### config.mk
export PLATFORM = sky130hd
export DESIGN_NAME = hamming_codec_arb
export DESIGN_NICKNAME = d
export VERILOG_FILES = /design/src/rtl/hamming_codec_arb_pkg.sv /design/src/rtl/hamming_codec_arb_codec.sv /design/src/rtl/hamming_codec_arb.sv
export SDC_FILE = /design/constraint.sdc
export NUM_CORES = 1
export LEC_CHECK = 0
export BUFFER_PORTS_ARGS = -buffer_cell sky130_fd_sc_hd__clkbuf_2
export CORE_UTILIZATION = 50
export DETAILED_ROUTE_END_ITERATION = 16
export PLACE_DENSITY = 0.71
export SYNTH_ARGS = -nofsm -noshare
export SYNTH_HDL_FRONTEND = slang
export SYNTH_SLANG_ARGS = --single-unit
### constraint.sdc
create_clock -name clk -period 9.2 [get_ports clk]
set_clock_uncertainty 0.1 [all_clocks]
set_input_delay 0.46 -clock clk [delete_from_list [all_inputs] [get_ports clk]]
set_output_delay 0.46 -clock clk [all_outputs]
set_load 0.02 [all_outputs]
### src/rtl/hamming_codec_arb_pkg.sv
// Shared types and constants for the two-requester Hamming(7,4) codec.
package hamming_codec_arb_pkg;

    // Arbiter/response FSM states.
    typedef enum logic {
        IDLE = 1'b0,
        RESP = 1'b1
    } state_e;

    // Per-requester operation encodings.
    localparam logic OP_ENC = 1'b0;
    localparam logic OP_DEC = 1'b1;

    // Default width of the corrected-error counter.
    localparam int CNT_W_DEFAULT = 8;

endpackage

### src/rtl/hamming_codec_arb_codec.sv
// Combinational Hamming(7,4) encoder and single-error-correcting decoder.
// Codeword bit i carries Hamming position i+1: {d3,d2,d1,p4,d0,p2,p1}.
module hamming74_codec (
    input  logic [3:0] data_i,
    input  logic [6:0] cw_i,
    output logic [6:0] cw_o,
    output logic [3:0] data_o,
    output logic [2:0] syn_o
);

    logic [6:0] fixed_cw;

    // Encoder: data bits in positions 3,5,6,7, parity bits in 1,2,4.
    assign cw_o[0] = data_i[0] ^ data_i[1] ^ data_i[3];
    assign cw_o[1] = data_i[0] ^ data_i[2] ^ data_i[3];
    assign cw_o[2] = data_i[0];
    assign cw_o[3] = data_i[1] ^ data_i[2] ^ data_i[3];
    assign cw_o[4] = data_i[1];
    assign cw_o[5] = data_i[2];
    assign cw_o[6] = data_i[3];

    // Syndrome {s4,s2,s1}: each bit checks every position its parity covers.
    assign syn_o[0] = cw_i[0] ^ cw_i[2] ^ cw_i[4] ^ cw_i[6];
    assign syn_o[1] = cw_i[1] ^ cw_i[2] ^ cw_i[5] ^ cw_i[6];
    assign syn_o[2] = cw_i[3] ^ cw_i[4] ^ cw_i[5] ^ cw_i[6];

    // Flip the bit the syndrome points at, then pull out the data positions.
    always_comb begin
        // NOTE: assign a default first so every path drives the signal and no latch is inferred.
        fixed_cw = cw_i;
        if (syn_o != 3'd0) begin
            fixed_cw[syn_o - 3'd1] = ~cw_i[syn_o - 3'd1];
        end
        data_o = {fixed_cw[6], fixed_cw[5], fixed_cw[4], fixed_cw[2]};
    end

endmodule

### src/rtl/hamming_codec_arb.sv
// Two-requester round-robin front end sharing one Hamming(7,4) codec.
// One request is accepted in IDLE, its result is registered and held in
// RESP until the consumer takes it.
module hamming_codec_arb
    import hamming_codec_arb_pkg::*;
#(
    parameter int CNT_W = CNT_W_DEFAULT
) (
    input  logic             clk,
    input  logic             rst,
    input  logic [1:0]       req_valid,
    output logic [1:0]       req_ready,
    input  logic [1:0]       req_op,
    input  logic [13:0]      req_data,
    output logic             rsp_valid,
    input  logic             rsp_ready,
    output logic             rsp_id,
    output logic [6:0]       rsp_data,
    output logic [2:0]       rsp_syn,
    output logic             rsp_corr,
    output logic [CNT_W-1:0] err_cnt,
    input  logic             cnt_clr
);

    state_e           state_q, state_d;
    logic             last_q;
    logic             grant_vld;
    logic             grant_id;
    logic             accept;
    logic             sel_op;
    logic [6:0]       sel_data;
    logic [6:0]       enc_cw;
    logic [3:0]       dec_data;
    logic [2:0]       dec_syn;
    logic             rsp_id_q;
    logic [6:0]       rsp_data_q, rsp_data_d;
    logic [2:0]       rsp_syn_q, rsp_syn_d;
    logic             rsp_corr_q, rsp_corr_d;
    logic [CNT_W-1:0] err_cnt_q;

    // Round-robin grant: a lone requester wins, contention goes to the one not granted last.
    always_comb begin
        grant_vld = 1'b0;
        grant_id  = 1'b0;
        case (req_valid)
            2'b01:   begin grant_vld = 1'b1; grant_id = 1'b0;    end
            2'b10:   begin grant_vld = 1'b1; grant_id = 1'b1;    end
            2'b11:   begin grant_vld = 1'b1; grant_id = ~last_q; end
            default: begin grant_vld = 1'b0; grant_id = 1'b0;    end
        endcase
    end

    // Next-state and req_ready; ready is suppressed while reset is held.
    always_comb begin
        state_d   = state_q;
        req_ready = 2'b00;
        case (state_q)
            IDLE: begin
                if (grant_vld && !rst) begin
                    req_ready[grant_id] = 1'b1;
                    state_d             = RESP;
                end
            end
            RESP: begin
                if (rsp_ready) begin
                    state_d = IDLE;
                end
            end
            default: state_d = IDLE;
        endcase
    end

    assign accept = |(req_valid & req_ready);

    // Route the granted requester's op and payload into the shared codec.
    assign sel_op   = req_op[grant_id];
    assign sel_data = grant_id ? req_data[13:7] : req_data[6:0];

    hamming74_codec u_codec (
        .data_i (sel_data[3:0]),
        .cw_i   (sel_data),
        .cw_o   (enc_cw),
        .data_o (dec_data),
        .syn_o  (dec_syn)
    );

    // Result captured on acceptance: codeword for encode, corrected data for decode.
    always_comb begin
        rsp_data_d = enc_cw;
        rsp_syn_d  = 3'd0;
        rsp_corr_d = 1'b0;
        if (sel_op == OP_DEC) begin
            rsp_data_d = {3'b000, dec_data};
            rsp_syn_d  = dec_syn;
            rsp_corr_d = (dec_syn != 3'd0);
        end
    end

    // FSM state register.
    always_ff @(posedge clk or posedge rst) begin
        // NOTE: sequential state uses non-blocking assignments so all registers update together.
        if (rst) begin
            state_q <= IDLE;
        end else begin
            state_q <= state_d;
        end
    end

    // Response registers and last-grant pointer, loaded only on acceptance.
    always_ff @(posedge clk or posedge rst) begin
        // NOTE: last_q resets to B so that A wins the first contention.
        if (rst) begin
            last_q     <= 1'b1;
            rsp_id_q   <= 1'b0;
            rsp_data_q <= 7'd0;
            rsp_syn_q  <= 3'd0;
            rsp_corr_q <= 1'b0;
        end else if (accept) begin
            last_q     <= grant_id;
            rsp_id_q   <= grant_id;
            rsp_data_q <= rsp_data_d;
            rsp_syn_q  <= rsp_syn_d;
            rsp_corr_q <= rsp_corr_d;
        end
    end

    // Saturating corrected-decode counter; a clear beats a coincident increment.
    always_ff @(posedge clk or posedge rst) begin
        if (rst) begin
            err_cnt_q <= '0;
        end else if (cnt_clr) begin
            err_cnt_q <= '0;
        end else if (accept && rsp_corr_d && (err_cnt_q != {CNT_W{1'b1}})) begin
            err_cnt_q <= err_cnt_q + 1'b1;
        end
    end

    assign rsp_valid = (state_q == RESP);
    assign rsp_id    = rsp_id_q;
    assign rsp_data  = rsp_data_q;
    assign rsp_syn   = rsp_syn_q;
    assign rsp_corr  = rsp_corr_q;
    assign err_cnt   = err_cnt_q;

endmodule

; Yosys cells after proc, flatten, opt, wreduce, memory -nomap -nowiden
; Index checks and enable logic that the tools add are counted.
; Widths: inputs -> output; s select.
[classes]
n_lt_le_gt_ge = 4
multipliers = 0
addsub = 2
shift = 0
eq_ne = 4
n_reduce_logical = 10
n_mux = 23
n_div = 0
bitwise_logic = 17
[ops]
columns = operator, n
row1 = $mux 7, 3
row2 = $mux 8, 2
row3 = $xor 1x1->1, 13
row4 = $mux 1, 9
row5 = $add 8x1->8 const B, 1
row6 = $ne 8x8->1 const B, 1
row7 = $bwmux 7, 1
row8 = $logic_and 1x1->1, 5
row9 = $eq 2x2->1 const B, 2
row10 = $lt 3x4->1 const B, 1
row11 = $mux 2, 2
row12 = $pmux 1 s2, 2
row13 = $bmux 1 s3, 1
row14 = $demux 1 s3, 1
row15 = $ge 3x1->1 const B, 1
row16 = $mux 3, 1
row17 = $not 1->1, 3
row18 = $reduce_bool 3->1, 1
row19 = $reduce_or 3->1, 1
row20 = $sub 3x1->3 const B, 1
row21 = $and 2x2->2, 1
row22 = $eq 2x1->1 const B, 1
row23 = $lt 1x2->1 const B, 1
row24 = $reduce_bool 2->1, 1
row25 = other kinds (4), 4
[word_totals]
latchBits = 0
in_bits = 22
register_bits = 22
ramBits = 0
mem_bits_ro = 0
word_cells = 67
output_inout_bits = 23
n_memories = 0

; Longest topological paths before layout
[logic_depth]
depth_word = 14
ltp_mapped = 15
ltp_nobuf = 12

; Modules after synthesis
; From an unflattened synthesis, not the netlist that was laid out.
[hier_totals]
cells_unflattened = 156
hier_area_um2 = 1531.5
[modules_own_cells]
columns = mod, cells_per_inst, area_each_um2, seq_area_each_um2, instances
row1 = hamming_codec_arb, 123, 1244.9, 551.8, 1
row2 = hamming74_codec, 33, 286.5, 0.0, 1

; Least setup slack after synthesis
; No wires, ideal clock.
[synth_path]
kind = reg-to-reg
from = reg last_q
to = reg rsp_data_q[1] (netlist: rsp_data[1])
arrival_time_ns = 3.450
path_buffers = 3
slack_ns = 5.516
t_required_ns = 8.966
period_less_slack_ns = 3.684
path_stages_with_launch = 15
setup_time_ns = 0.134
cell_sequence = dfstp_2 > a21bo_2 > buf_6 > clkbuf_1 > mux2i_1 > xnor2_1 > ha_1 > clkbuf_1 > and2b_2 > ha_1 > or3_2 > o211ai_1 > a21oi_1 > o22ai_1 > o41ai_2
[synth_via]
elab_chain_len = 14
word_cells_on_any_way = 37
classes_between = add/sub (1) / order compare (4) / mux (15) / bitwise (13) / reduce/logical (4)
[synth_rtl]
columns = item, line_no
row1 = start: declaration, hamming_codec_arb.sv:26  ; logic last_q;
row2 = start signal: assignment, hamming_codec_arb.sv:119  ; last_q <= grant_id;
row3 = $not 1->1 (*), hamming_codec_arb.sv:48  ; 2'b11: begin grant_vld = 1'b1; grant_id = ~last_q; end
row4 = $pmux 1 s2 (*), hamming_codec_arb.sv:45  ; case (req_valid)
row5 = $mux 7, hamming_codec_arb.sv:77  ; assign sel_data = grant_id ? req_data[13:7] : req_data[6:0];
row6 = "$xor 1x1->1, on equally long branches", n/a
row7 = "$xor 1x1->1, on equally long branches (2 in a row)", "hamming_codec_arb_codec.sv:23, hamming_codec_arb_codec.sv:24, hamming_codec_arb_codec.sv:25"
row8 = $sub 3x1->3, hamming_codec_arb_codec.sv:32  ; fixed_cw[syn_o - 3'd1] = ~cw_i[syn_o - 3'd1];
row9 = $lt 3x4->1 (not written as such) / $ge 3x1->1 (equally long branches), hamming_codec_arb_codec.sv:32
row10 = $logic_and 1x1->1 (not written as such), hamming_codec_arb_codec.sv:32
row11 = $mux 1 (not written as such), hamming_codec_arb_codec.sv:32
row12 = $demux 1 s3, n/a
row13 = $bwmux 7, hamming_codec_arb_codec.sv:32
row14 = $mux 7, hamming_codec_arb_codec.sv:31  ; if (syn_o != 3'd0) begin
row15 = $mux 7, hamming_codec_arb.sv:92  ; if (sel_op == OP_DEC) begin
row16 = end signal: assignment, hamming_codec_arb.sv:121  ; rsp_data_q <= rsp_data_d;
row17 = end: declaration, hamming_codec_arb.sv:36  ; logic [6:0] rsp_data_q, rsp_data_d;
; Every way passes the cells marked *; elsewhere a longest branch is shown, timed or not. The select of a mux whose other input is x is not followed.
; A chain may end at the register's enable or synchronous reset.

; Final worst setup path
; Ends and elaborated chain as after synthesis.

==> out/results.tsv <==
stage	metric	value	unit
outcome	outcome	completed	
yosys	Synth Area in Compound Gates	18.6	%
clock_network	postcts setup bufs	0	
place	Placement Setup Slack	5.40	ns
detailed_routing	WL final	3880	um
die	Die Area	3940	um^2
sta	worst setup margin	5.48	ns
pwr	Leakage	0.964	nW
setup_path	worst path arrival time	3.75	ns
sta	period utilisation layout	40.4	%
die	Initial Utilization	53.7	%
yosys	Synth async-reset ratio	100	%
sta	Worst-Margin Slew	0.816	ns
hold_path	worst min-delay path category	in -> async	
clock_network	CTS Buffer Depth	2	
detailed_routing	DRC viols	0	
yosys	simple-gate share of the synthesized area	16.9	%
setup_path	reg2reg start	last_q	
clock_network	CTS resizes	0	
yosys	yosys warns	0	
yosys	count leader, synth	dfrtp_1	
sta	Max Fclk	0.269	GHz
clock_network	H-Tree Depth	1	
setup_path	CP max FO	18	
sta	Final Critical Period	3.72	ns
pwr	P_sw	0.000149	W
detailed_routing	ANT nets after route	0	
clock_network	clock sinks	22	
die	Die X	62.8	um
pwr	combinational share of power	47.7	%
yosys	Post-synth EDFFs	0	
detailed_routing	routed len/inst	14.0	um
yosys	Synth area leader	dfrtp_1	
yosys	synthesized cell area	1850	um^2
clock_network	insertion delay to the later sink of the worst-skew pair	0.27	ns
final_layout	n_diodes	0	
yosys	post-synthesis adder-cell area fraction	2.03	%
final_layout	Cell Count, Final, Fillers Out	278	
die	die height	62.8	um
yosys	most frequent cells after synthesis	21 x dfrtp_1, 20 x nor2_1, 18 x nand2_1	
global_routing	initial antenna violation count	0	
detailed_routing	routed via count	1560	
pwr	Sequential Power Share	33.5	%
yosys	Synth cell types	54	
final_layout	Area Growth Syn to Fin	14.6	%
yosys	Avg Inst Size Synth	9.48	um^2
clock_network	CTS Hold Buffers Added	0	
sta	fin. max-slew vios	0	
place	gpl congestion	0.836	
die	Rows	21	
setup_path	Critical Path RT	9.24	ns
clock_network	Root Driver	clkbuf_8	
detailed_routing	DR pass1 iterations	4	
setup_path	crit path launch	last_q	
global_routing	pin count of the biggest net entering global routing	25	
sta	RSZ-0062 raised after global routing	false	
yosys	synth top area cells	dfrtp_1 28%, xnor2_1 7.6%, xor2_1 6.2%	
sta	total negative setup slack	0	ns
yosys	area share of the largest cell type after synthesis	28.4	%
sta	Hold Vio Cnt, Final	0	
yosys	#FFs+latches synth	22	
yosys	syn nets	220	
place	number of port buffers	44	
clock_network	clk slew on worst S/H paths	0.08	ns
yosys	Synth Instances	195	
yosys	ys flop type	dfrtp_1	
yosys	mux contribution to synthesized area	6.30	%
final_layout	share of layout cells above drive strength 1	29.3	%
global_routing	total gr overflow	0	
pwr	P_int	0.000225	W
setup_path	Worst setup SP type	flop	
final_layout	fin nets	258	
sta	Slew HR	45.6	%
global_routing	overall routing resource usage	21.9	%
pwr	clock power share	18.8	%
die	CORE AREA	3440	um^2
detailed_routing	DR iter-0 viols	75	
place	hpwl dp	3020	um
pwr	peak supply drop	0.0658	mV
setup_path	Worst setup EP type	flop	
setup_path	class of the most critical setup path	reg -> reg	
flow_run	MaxCap Viol Count	0	
global_routing	first-pass GRT wire length	6820	um
clock_network	CTS tree	yes	
clock_network	CTS Buf Count	3	
place	post-placement cell count	274	
pwr	switch share	39.9	%
detailed_routing	vias per cell	5.61	
pwr	PwrDens	177	nW/um^2
sta	worst hold margin	0.236	ns
yosys	largest family of logic cells by synthesized area	XOR/XNOR gates	
sta	Final setup viols	0	
die	IO Pins	45	
yosys	sequential cell area fraction in the yosys report	29.9	%
global_routing	vias in the first global route	1505	
pwr	Tot Pwr	0.000374	W
yosys	Synth Area in XOR/XNOR	21.5	%
==> through the flow <==
step / util [%] / area, um^2
6_report: 61.5 / 2120
5_1_grt: 61.5 / 2120
4_1_cts: 61.5 / 2120
3_5_place_dp: 59.9 / 2060
3_3_place_gp: 59.9 / 2060
2_1_floorplan: - / 1850
==> logic make-up (layout without fill, tap and decap cells) <==
group           count (synthesis)  after routing
compound gates                 47             47
xor+xnor                       35             35
fa+ha+maj                       3              3
buf+inv                        16             53
flops                          22             22
mux                            10             10
simple gates                   62             62
==> power by group through the flow <==
stage | Combinational, W | Sequential, W | Clock [W]
2_1_floorplan | 0.000115 | 0.000147 | 0
3_3_place_gp | 0.000177 | 0.000127 | 0
3_5_place_dp | 0.000179 | 0.000128 | 0
4_1_cts | 0.000179 | 0.000126 | 0.0000712
5_1_grt | 0.000196 | 0.000128 | 0.0000749
6_report | 0.000178 | 0.000125 | 0.0000702
==> worst max-delay path: stages (launching register included) <==
cell	delay (ns)
dfstp_2	0.55
a21bo_2	0.41
mux2i_1	0.34
xnor2_1	0.12
ha_1	0.44
and2b_2	0.26
ha_1	0.31
or3_2	0.50
o211ai_1	0.18
a21oi_1	0.09
o22ai_1	0.19
o41ai_2	0.10
==> state kept, by name, summed over array words and instances, names as in the netlist <==
name and count:
rsp_syn 3, rsp_data 7, err_cnt 8, rsp_valid 1, rsp_corr 1, last_q 1
rsp_id 1
==> final timing paths <==
kind / end / slack, ns / cells past startpoint
worst max-delay path: rsp_data[1] / 5.48 / 11
worst min-delay path: err_cnt[5] / 0.24 / 2
worst max register to register: rsp_data[1] / 5.48 / 11
worst min register to register: rsp_id / 0.38 / 1
max in group asynchronous: rsp_valid / 8.26 / 2
min in group clk: rsp_valid / 0.28 / 2
==> placed cells by master, fill, tap and decap left out, types with 2 or more instances in the layout <==
master	count
a21o_1	2
nand2_1	18
mux2i_1	8
and3_1	4
xnor2_4	3
clkbuf_2	44
inv_1	3
nor3b_1	2
o21ai_0	9
dfrtp_1	21
xnor2_1	16
ha_1	3
o211ai_1	5
o31ai_1	6
clkbuf_8	4
nand2b_1	2
xor2_1	13
o22ai_1	4
a31oi_1	2
a22oi_1	2
nor2_1	20
nand3_1	3
a21oi_1	2
a221o_1	2
buf_4	2
nand4_1	5
nor3_1	2
==> routing by layer <==
metal | part of all wire [%] | vias to the layer above | GRT usage [%] | wire [um]
met3 | 4.1 | 7 | 2.92 | 159
met2 | 47 | 44 | 36.0 | 1820
met4 | 2.2 | 0 | 9.59 | 87
met5 | 0 | - | 0 | 0
met1 | 47 | 733 | 28.7 | 1810
li1 | - | 776 | - | -
==> cell type report <==
| type | instances | area [um^2] |
|---|---|---|
| flip-flops and latches | 22 | 552 |
| fillers | 300 | 1330 |
| inverters | 3 | 11.3 |
| multi-input cells | 157 | 1210 |
| clock buffers | 4 | 55.1 |
| repair buffers | 46 | 235 |
| well taps | 46 | 57.6 |
(Power assumes the default switching activity.)
